### config.mk
export PLATFORM = sky130hd
export DESIGN_NAME = crc_frame_ctrl
export DESIGN_NICKNAME = d
export VERILOG_FILES = /design/src/rtl/crc_frame_ctrl.sv
export SDC_FILE = /design/constraint.sdc
export NUM_CORES = 1
export LEC_CHECK = 0
export ABC_CLOCK_PERIOD_IN_PS = 2570
export CAP_MARGIN = 15
export CORE_ASPECT_RATIO = 1.25
export CORE_MARGIN = 5
export CORE_UTILIZATION = 50
export DETAILED_ROUTE_END_ITERATION = 6
export PLACE_DENSITY = 0.82
export SLEW_MARGIN = 15
export SYNTH_ARGS = -nofsm -noshare
export SYNTH_HDL_FRONTEND = slang
export SYNTH_SLANG_ARGS = --single-unit
export TNS_END_PERCENT = 5
### constraint.sdc
create_clock -name clk -period 2.57 [get_ports clk]
set_input_delay 0.514 -clock clk [delete_from_list [all_inputs] [get_ports clk]]
set_output_delay 0.514 -clock clk [all_outputs]
set_load 0.01 [all_outputs]
### src/rtl/crc_frame_ctrl.sv
// ---------------------------------------------------------------------------
// crc_frame_ctrl
//
// Byte-serial CRC framer/checker. Each accepted byte is shifted MSB first
// through a WIDTH-bit CRC register (one bit per clock), then forwarded
// downstream. In generate mode (mode = 0) the final CRC bytes are appended,
// MSB byte first, after the last data byte. In check mode (mode = 1) the
// frame is expected to already carry its CRC, and the register is compared
// against RESIDUE when the last byte leaves.
//
// Ports
//   clk        rising-edge clock
//   rst_n      asynchronous active-low reset
//   in_valid   input byte offered
//   in_data    input byte (bit 7 shifted first)
//   in_last    input byte is the last of the frame
//   in_ready   byte accepted on in_valid & in_ready (only while idle)
//   mode       0 = generate/append, 1 = check; sampled with the first byte
//   abort      drop the current frame, return to idle
//   out_valid  out_data/out_last valid
//   out_data   forwarded data byte or CRC byte
//   out_last   final output byte of the frame
//   out_ready  sink accepts on out_valid & out_ready
//   crc_done   one-cycle pulse at frame completion
//   crc_ok     frame result, held until the next crc_done
//   busy       high unless idle between frames
// ---------------------------------------------------------------------------
module crc_frame_ctrl #(
  parameter int                WIDTH   = 16,
  parameter logic [WIDTH-1:0]  POLY    = 16'h1021,
  parameter logic [WIDTH-1:0]  INIT    = 16'hffff,
  parameter logic [WIDTH-1:0]  RESIDUE = '0
) (
  input  logic       clk,
  input  logic       rst_n,
  input  logic       in_valid,
  input  logic [7:0] in_data,
  input  logic       in_last,
  output logic       in_ready,
  input  logic       mode,
  input  logic       abort,
  output logic       out_valid,
  output logic [7:0] out_data,
  output logic       out_last,
  input  logic       out_ready,
  output logic       crc_done,
  output logic       crc_ok,
  output logic       busy
);

  localparam int         NBYTES   = WIDTH / 8;
  localparam logic [1:0] IDX_LAST = 2'(NBYTES - 1);

  localparam logic [1:0] S_IDLE   = 2'd0;
  localparam logic [1:0] S_SHIFT  = 2'd1;
  localparam logic [1:0] S_EMIT   = 2'd2;
  localparam logic [1:0] S_APPEND = 2'd3;

  // One serial CRC step, normal (non-reflected) polynomial form.
  function automatic logic [WIDTH-1:0] crc_step(input logic [WIDTH-1:0] c,
                                                input logic             b);
    logic fb;
    fb = c[WIDTH-1] ^ b;
    return (c << 1) ^ (fb ? POLY : '0);
  endfunction

  // Byte idx of the CRC register, idx 0 being the most significant byte.
  function automatic logic [7:0] crc_byte(input logic [WIDTH-1:0] c,
                                          input logic [1:0]       idx);
    logic [WIDTH-1:0] sh;
    sh = c >> (8 * (NBYTES - 1 - int'(idx)));
    return sh[7:0];
  endfunction

  logic [1:0]       state_q, state_d;
  logic             sof_q, sof_d;
  logic [WIDTH-1:0] crc_q, crc_d;
  logic             mode_q, mode_d;
  logic [2:0]       cnt_q, cnt_d;
  logic [1:0]       idx_q, idx_d;
  logic             done_q, done_d;
  logic             ok_q, ok_d;
  logic             rdy_en_q;
  logic [7:0]       data_q;
  logic             last_q;
  logic             accept;

  // in_ready stays low through reset and rises at the first clock edge after.
  assign in_ready  = rdy_en_q & (state_q == S_IDLE);
  assign accept    = in_valid & in_ready;
  assign out_valid = (state_q == S_EMIT) | (state_q == S_APPEND);
  assign crc_done  = done_q;
  assign crc_ok    = ok_q;
  assign busy      = ~((state_q == S_IDLE) & sof_q);

  always_comb begin
    out_data = '0;
    out_last = 1'b0;
    case (state_q)
      S_EMIT: begin
        out_data = data_q;
        // In generate mode the CRC bytes follow, so the data byte is not last.
        out_last = last_q & mode_q;
      end
      S_APPEND: begin
        out_data = crc_byte(crc_q, idx_q);
        out_last = (idx_q == IDX_LAST);
      end
      default: ;
    endcase
  end

  always_comb begin
    state_d = state_q;
    sof_d   = sof_q;
    crc_d   = crc_q;
    mode_d  = mode_q;
    cnt_d   = cnt_q;
    idx_d   = idx_q;
    done_d  = 1'b0;
    ok_d    = ok_q;
    case (state_q)
      S_IDLE: begin
        if (accept) begin
          state_d = S_SHIFT;
          cnt_d   = '0;
          if (sof_q) begin
            crc_d  = INIT;
            mode_d = mode;
            sof_d  = 1'b0;
          end
        end
      end
      S_SHIFT: begin
        crc_d = crc_step(crc_q, data_q[3'd7 - cnt_q]);
        cnt_d = cnt_q + 3'd1;
        if (cnt_q == 3'd7) state_d = S_EMIT;
      end
      S_EMIT: begin
        if (out_ready) begin
          if (!last_q) begin
            state_d = S_IDLE;
          end else if (mode_q) begin
            done_d  = 1'b1;
            ok_d    = (crc_q == RESIDUE);
            sof_d   = 1'b1;
            state_d = S_IDLE;
          end else begin
            idx_d   = '0;
            state_d = S_APPEND;
          end
        end
      end
      S_APPEND: begin
        if (out_ready) begin
          if (idx_q == IDX_LAST) begin
            done_d  = 1'b1;
            ok_d    = 1'b1;
            sof_d   = 1'b1;
            state_d = S_IDLE;
          end else begin
            idx_d = idx_q + 2'd1;
          end
        end
      end
      default: state_d = S_IDLE;
    endcase
    // Abort wins over any handshake in the same cycle.
    if (abort) begin
      state_d = S_IDLE;
      sof_d   = 1'b1;
      done_d  = 1'b0;
      ok_d    = ok_q;
    end
  end

  always_ff @(posedge clk or negedge rst_n) begin
    if (!rst_n) begin
      state_q  <= S_IDLE;
      sof_q    <= 1'b1;
      crc_q    <= INIT;
      mode_q   <= 1'b0;
      cnt_q    <= '0;
      idx_q    <= '0;
      done_q   <= 1'b0;
      ok_q     <= 1'b0;
      rdy_en_q <= 1'b0;
    end else begin
      state_q  <= state_d;
      sof_q    <= sof_d;
      crc_q    <= crc_d;
      mode_q   <= mode_d;
      cnt_q    <= cnt_d;
      idx_q    <= idx_d;
      done_q   <= done_d;
      ok_q     <= ok_d;
      rdy_en_q <= 1'b1;
    end
  end

  // Byte holding register; only observed in SHIFT/EMIT, so no reset needed.
  always_ff @(posedge clk) begin
    if (accept) begin
      data_q <= in_data;
      last_q <= in_last;
    end
  end

endmodule

==> metrics.md, run 1 <==
| Metric | Value |
|---|---|
| Count of maximum capacitance violations | 0 |
| Most common cell after layout, fill and taps aside | sky130_fd_sc_hd__clkdlybuf4s50_1 |
| Met3 routed WL | 253 microns |
| Top area cells in the synthesized netlist | sky130_fd_sc_hd__dfstp_2 (24%), sky130_fd_sc_hd__dfrtp_1 (15%), sky130_fd_sc_hd__edfxtp_1 (15%) |
| Detail Placement HPWL | 2.94 mm |
| Hold Crit Class | flop to flop |
| Final setup violation count | 0 |
| Die extent in x | between 60 and 70 microns |
| Total overflow reported by the global router | 0 |
| Capturing element type of the critical path | output port |
| R2r startpoint | state_q[0] |
| Kind of critical path | flop to output port |
| Number of cells on the worst hold path | 1 |
| Worst Reg-to-Reg Cells | 4 |
| First-pass GRT wire length | between 6 and 7 mm |
| Total routing usage reported by global routing | 0.171 |
| Post-layout power | 2.24 mW |
| Final hold vios | 0 |
| Count of different cell masters after synthesis | 34 |
| Mapped Nets | between 150 and 200 |
| Die Outline Area | 0.00498 sq mm |
| Count of input and output buffers | 28 |
| Power per unit of standard cell area | 987 mW/mm^2 |
| Share of layout cells above drive strength 1 | 0.199 |
| Crit path time final | 2.44 ns |
| Reg clk slew, reported paths | about 0.070 ns |
| Leak | 0.839 nW |
| Pin slew with the least headroom to its limit | 0.652 ns |
| Routed Antenna Nets | 0 |
| Max Root-Sink Buffers | 2 |
| Synthesized cell area | 0.00183 sq mm |
| Number of nets in the layout | 208 |
| Share of the yosys chip area belonging to registers | 0.542 |
| Count of unresolved DRC violations after routing | 0 |
| Worst rel slew slack | 0.565 |
| Critical path startpoint category | flop |
| Detailed Routing Iterations Pass 1 | 4 |
| Area inside the core boundary | 0.00351 sq mm |
| Clk Latency, worst-skew pair | just under 0.3 ns |
| Die height | 77.7 microns |
| Site row count | 24 |
| Post-synthesis area per instance | 11.4 sq um |
| Per-cell via count in the routed design | 6.06 |
| Number of antenna violations at the first check in global routing | 0 |
| CP Data Arrival Time | 1.92 ns |
| Ratio of final minimum period to clock period | 0.948 |
| Maximum number of pins on one net before global-route repair | 29 |
| Gate Count Post-Synth | roughly 160 |
| CTS Sinks | 37 |
| Worst EP required | slightly above 2 ns |
| Highest-count cells in the layout ignoring fill and taps | sky130_fd_sc_hd__clkdlybuf4s50_1 (28), sky130_fd_sc_hd__nand2_1 (21), sky130_fd_sc_hd__dfstp_2 (17) |
| Unrepaired setup endpoints after global routing | false |
| Post-CTS setup buffers | 0 |
| Min-delay src | crc_ok |
| Final weighted congestion in routability-driven placement | 0.838 |
| Via count of the first global-routing pass | 1,376 |
| CTS buffer count | 5 |
| WL final | approximately 4 mm |
| Post-DR wirelength/cell | 17.4 microns |
| Number of register bits inferred by synthesis | 37 |
| Number of top-level pins | 29 |
| Highest layer used for signal routing | met4 |
| Post-route met1 wirelength | 1.55 mm |
| Peak supply drop | 0.000688 V |
| Warnings from Yosys | 0 |
| DRC violation total after the first TritonRoute iteration | 70 |
| Antenna cells | 0 |
| Critical-path maximum fanout | 11 |
| Hold bufs inserted after CTS | 0 |
| Maximum clock rate | about 410 MHz |
| CTS root buf | sky130_fd_sc_hd__clkbuf_8 |
| Initial Util | 0.521 |
| CTS tree | done |
| Result of the run | complete, no violations |
| Number of max-slew violations in the final report | 0 |
| Final setup TNS | 0 ns |
| Synthesis-to-layout area growth | 23.8% |
| Timing startpoint of the critical path | idx_q[0] |
| Met2 WL post-DR | between 2 and 2.5 mm |
| CTS H-Tree Depth | 2 |
| Library cell with the largest summed area after synthesis | sky130_fd_sc_hd__dfstp_2 |
| Clock skew | 0.00772 ns |
| Total vias in the final route | between 1,000 and 1,500 |
| Setup slack, reg-to-reg | 0.77 ns |
| Fraction of synthesized cell area taken by the top area cell type | 0.244 |
critical path, cell delays in order (launching register included):
cell and delay [ns]:
sky130_fd_sc_hd__dfrtp_2 0.53, sky130_fd_sc_hd__ha_2 0.26, sky130_fd_sc_hd__nand2_1 0.06, sky130_fd_sc_hd__o21a_1 0.13, sky130_fd_sc_hd__nor2b_1 0.11, sky130_fd_sc_hd__clkdlybuf4s50_1 0.54
metal layers:
layer,track usage,up-vias
met4,0.0672,0
li1,-,639
met5,0,-
met2,0.291,52
met1,0.202,695
met3,0.0477,8
synth_stat cells:
cell type                  instances
sky130_fd_sc_hd__a221oi_1          1
sky130_fd_sc_hd__nand3_1           1
sky130_fd_sc_hd__o21a_1            1
sky130_fd_sc_hd__nor3_1            2
sky130_fd_sc_hd__edfxtp_1          9
sky130_fd_sc_hd__mux2_2            3
sky130_fd_sc_hd__a21bo_2           1
sky130_fd_sc_hd__inv_1             1
sky130_fd_sc_hd__buf_2             5
sky130_fd_sc_hd__o22a_1           13
sky130_fd_sc_hd__xnor2_1           4
sky130_fd_sc_hd__nand2b_1          3
sky130_fd_sc_hd__a21oi_1           8
sky130_fd_sc_hd__conb_1            1
sky130_fd_sc_hd__nor4_1            4
sky130_fd_sc_hd__mux2i_4           1
sky130_fd_sc_hd__dfstp_2          17
sky130_fd_sc_hd__a22oi_1           1
sky130_fd_sc_hd__xor2_1            1
sky130_fd_sc_hd__nand2_1          21
sky130_fd_sc_hd__dfrtp_1          11
sky130_fd_sc_hd__nand4_1           1
sky130_fd_sc_hd__nor2b_1           5
sky130_fd_sc_hd__clkbuf_1          6
sky130_fd_sc_hd__or3b_2            1
sky130_fd_sc_hd__o21bai_1          1
sky130_fd_sc_hd__and2_1            1
sky130_fd_sc_hd__o21ai_0          13
sky130_fd_sc_hd__nand3b_1          2
sky130_fd_sc_hd__mux2i_1          10
sky130_fd_sc_hd__nor2_1            6
sky130_fd_sc_hd__ha_1              3
sky130_fd_sc_hd__mux4_1            2
sky130_fd_sc_hd__a31oi_1           1
registers in the layout, indices dropped and copies added (netlist names):
| signal | count |
|---|---|
| cnt_q | 3 |
| data_q | 8 |
| crc_q | 16 |
| crc_done | 1 |
| state_q | 2 |
| mode_q | 1 |
| last_q | 1 |
| rdy_en_q | 1 |
| idx_q | 2 |
| sof_q | 1 |
| crc_ok | 1 |
worst paths after layout:
| kind | endpoint |
|---|---|
| max | out_last |
| max in group asynchronous | sof_q |
| min reg2reg | crc_ok |
| min in group asynchronous | cnt_q[0] |
| min | crc_ok |
| max reg2reg | idx_q[0] |
through the flow:
| step | util | instance area (sq um) | hold WS, ns | instances | worst slack [ns] |
|---|---|---|---|---|---|
| after floorplan | - | 1830 | 0.218 | 161 | 0.469 |
| after global placement | 0.612 | 2150 | 0.505 | 222 | 0.369 |
| after detailed placement | 0.612 | 2150 | 0.512 | 222 | 0.268 |
| after CTS | 0.643 | 2260 | 0.526 | 230 | 0.0642 |
| after global routing | 0.646 | 2270 | 0.546 | 230 | 0.000976 |
| final | 0.646 | 2270 | 0.518 | 230 | 0.133 |
what timing repair did:
action	CTS	global route
gates resized for setup	1	3
endpoints found under the hold margin	0	0
setup endpoints to repair	1	8
area by class of cell:
class / instances / area (sq um)
inverters: 1 / 3.75
repair buffers: 33 / 318
flip-flops and latches: 37 / 993
fillers: 275 / 1240
clock buffers: 6 / 72.6
well taps: 39 / 48.8
multi-input cells: 112 / 798
clock inverters: 2 / 33.8
report_power, final:
group | internal [mW] | total (mW) | leakage (nW) | switching (mW)
Sequential | 0.821 | 0.991 | 0.403 | 0.170
Clock | 0.286 | 0.471 | 0.0528 | 0.185
Combinational | 0.386 | 0.776 | 0.382 | 0.390
Total | 1.49 | 2.24 | 0.839 | 0.745
cell families after synthesis:
| family | count (synthesis) | share of synthesized area |
|---|---|---|
| other | 1 | 0.00205 |
| flip-flops | 37 | 0.542 |
| AND/OR/NAND/NOR | 47 | 0.124 |
| adder cells (fa/ha/maj) | 3 | 0.0205 |
| XOR/XNOR | 5 | 0.0239 |
| multiplexers | 16 | 0.114 |
| AO/OA/AOI/OAI | 40 | 0.145 |
| buffers and inverters | 12 | 0.0280 |
Power figures use the tool's default switching activity.
==> run 2, diff against run 1 <==
- CAP_MARGIN: 15 -> 0
==> results of run 2 <==
The final DEF is identical to that of run 1; final timing and power are the same.
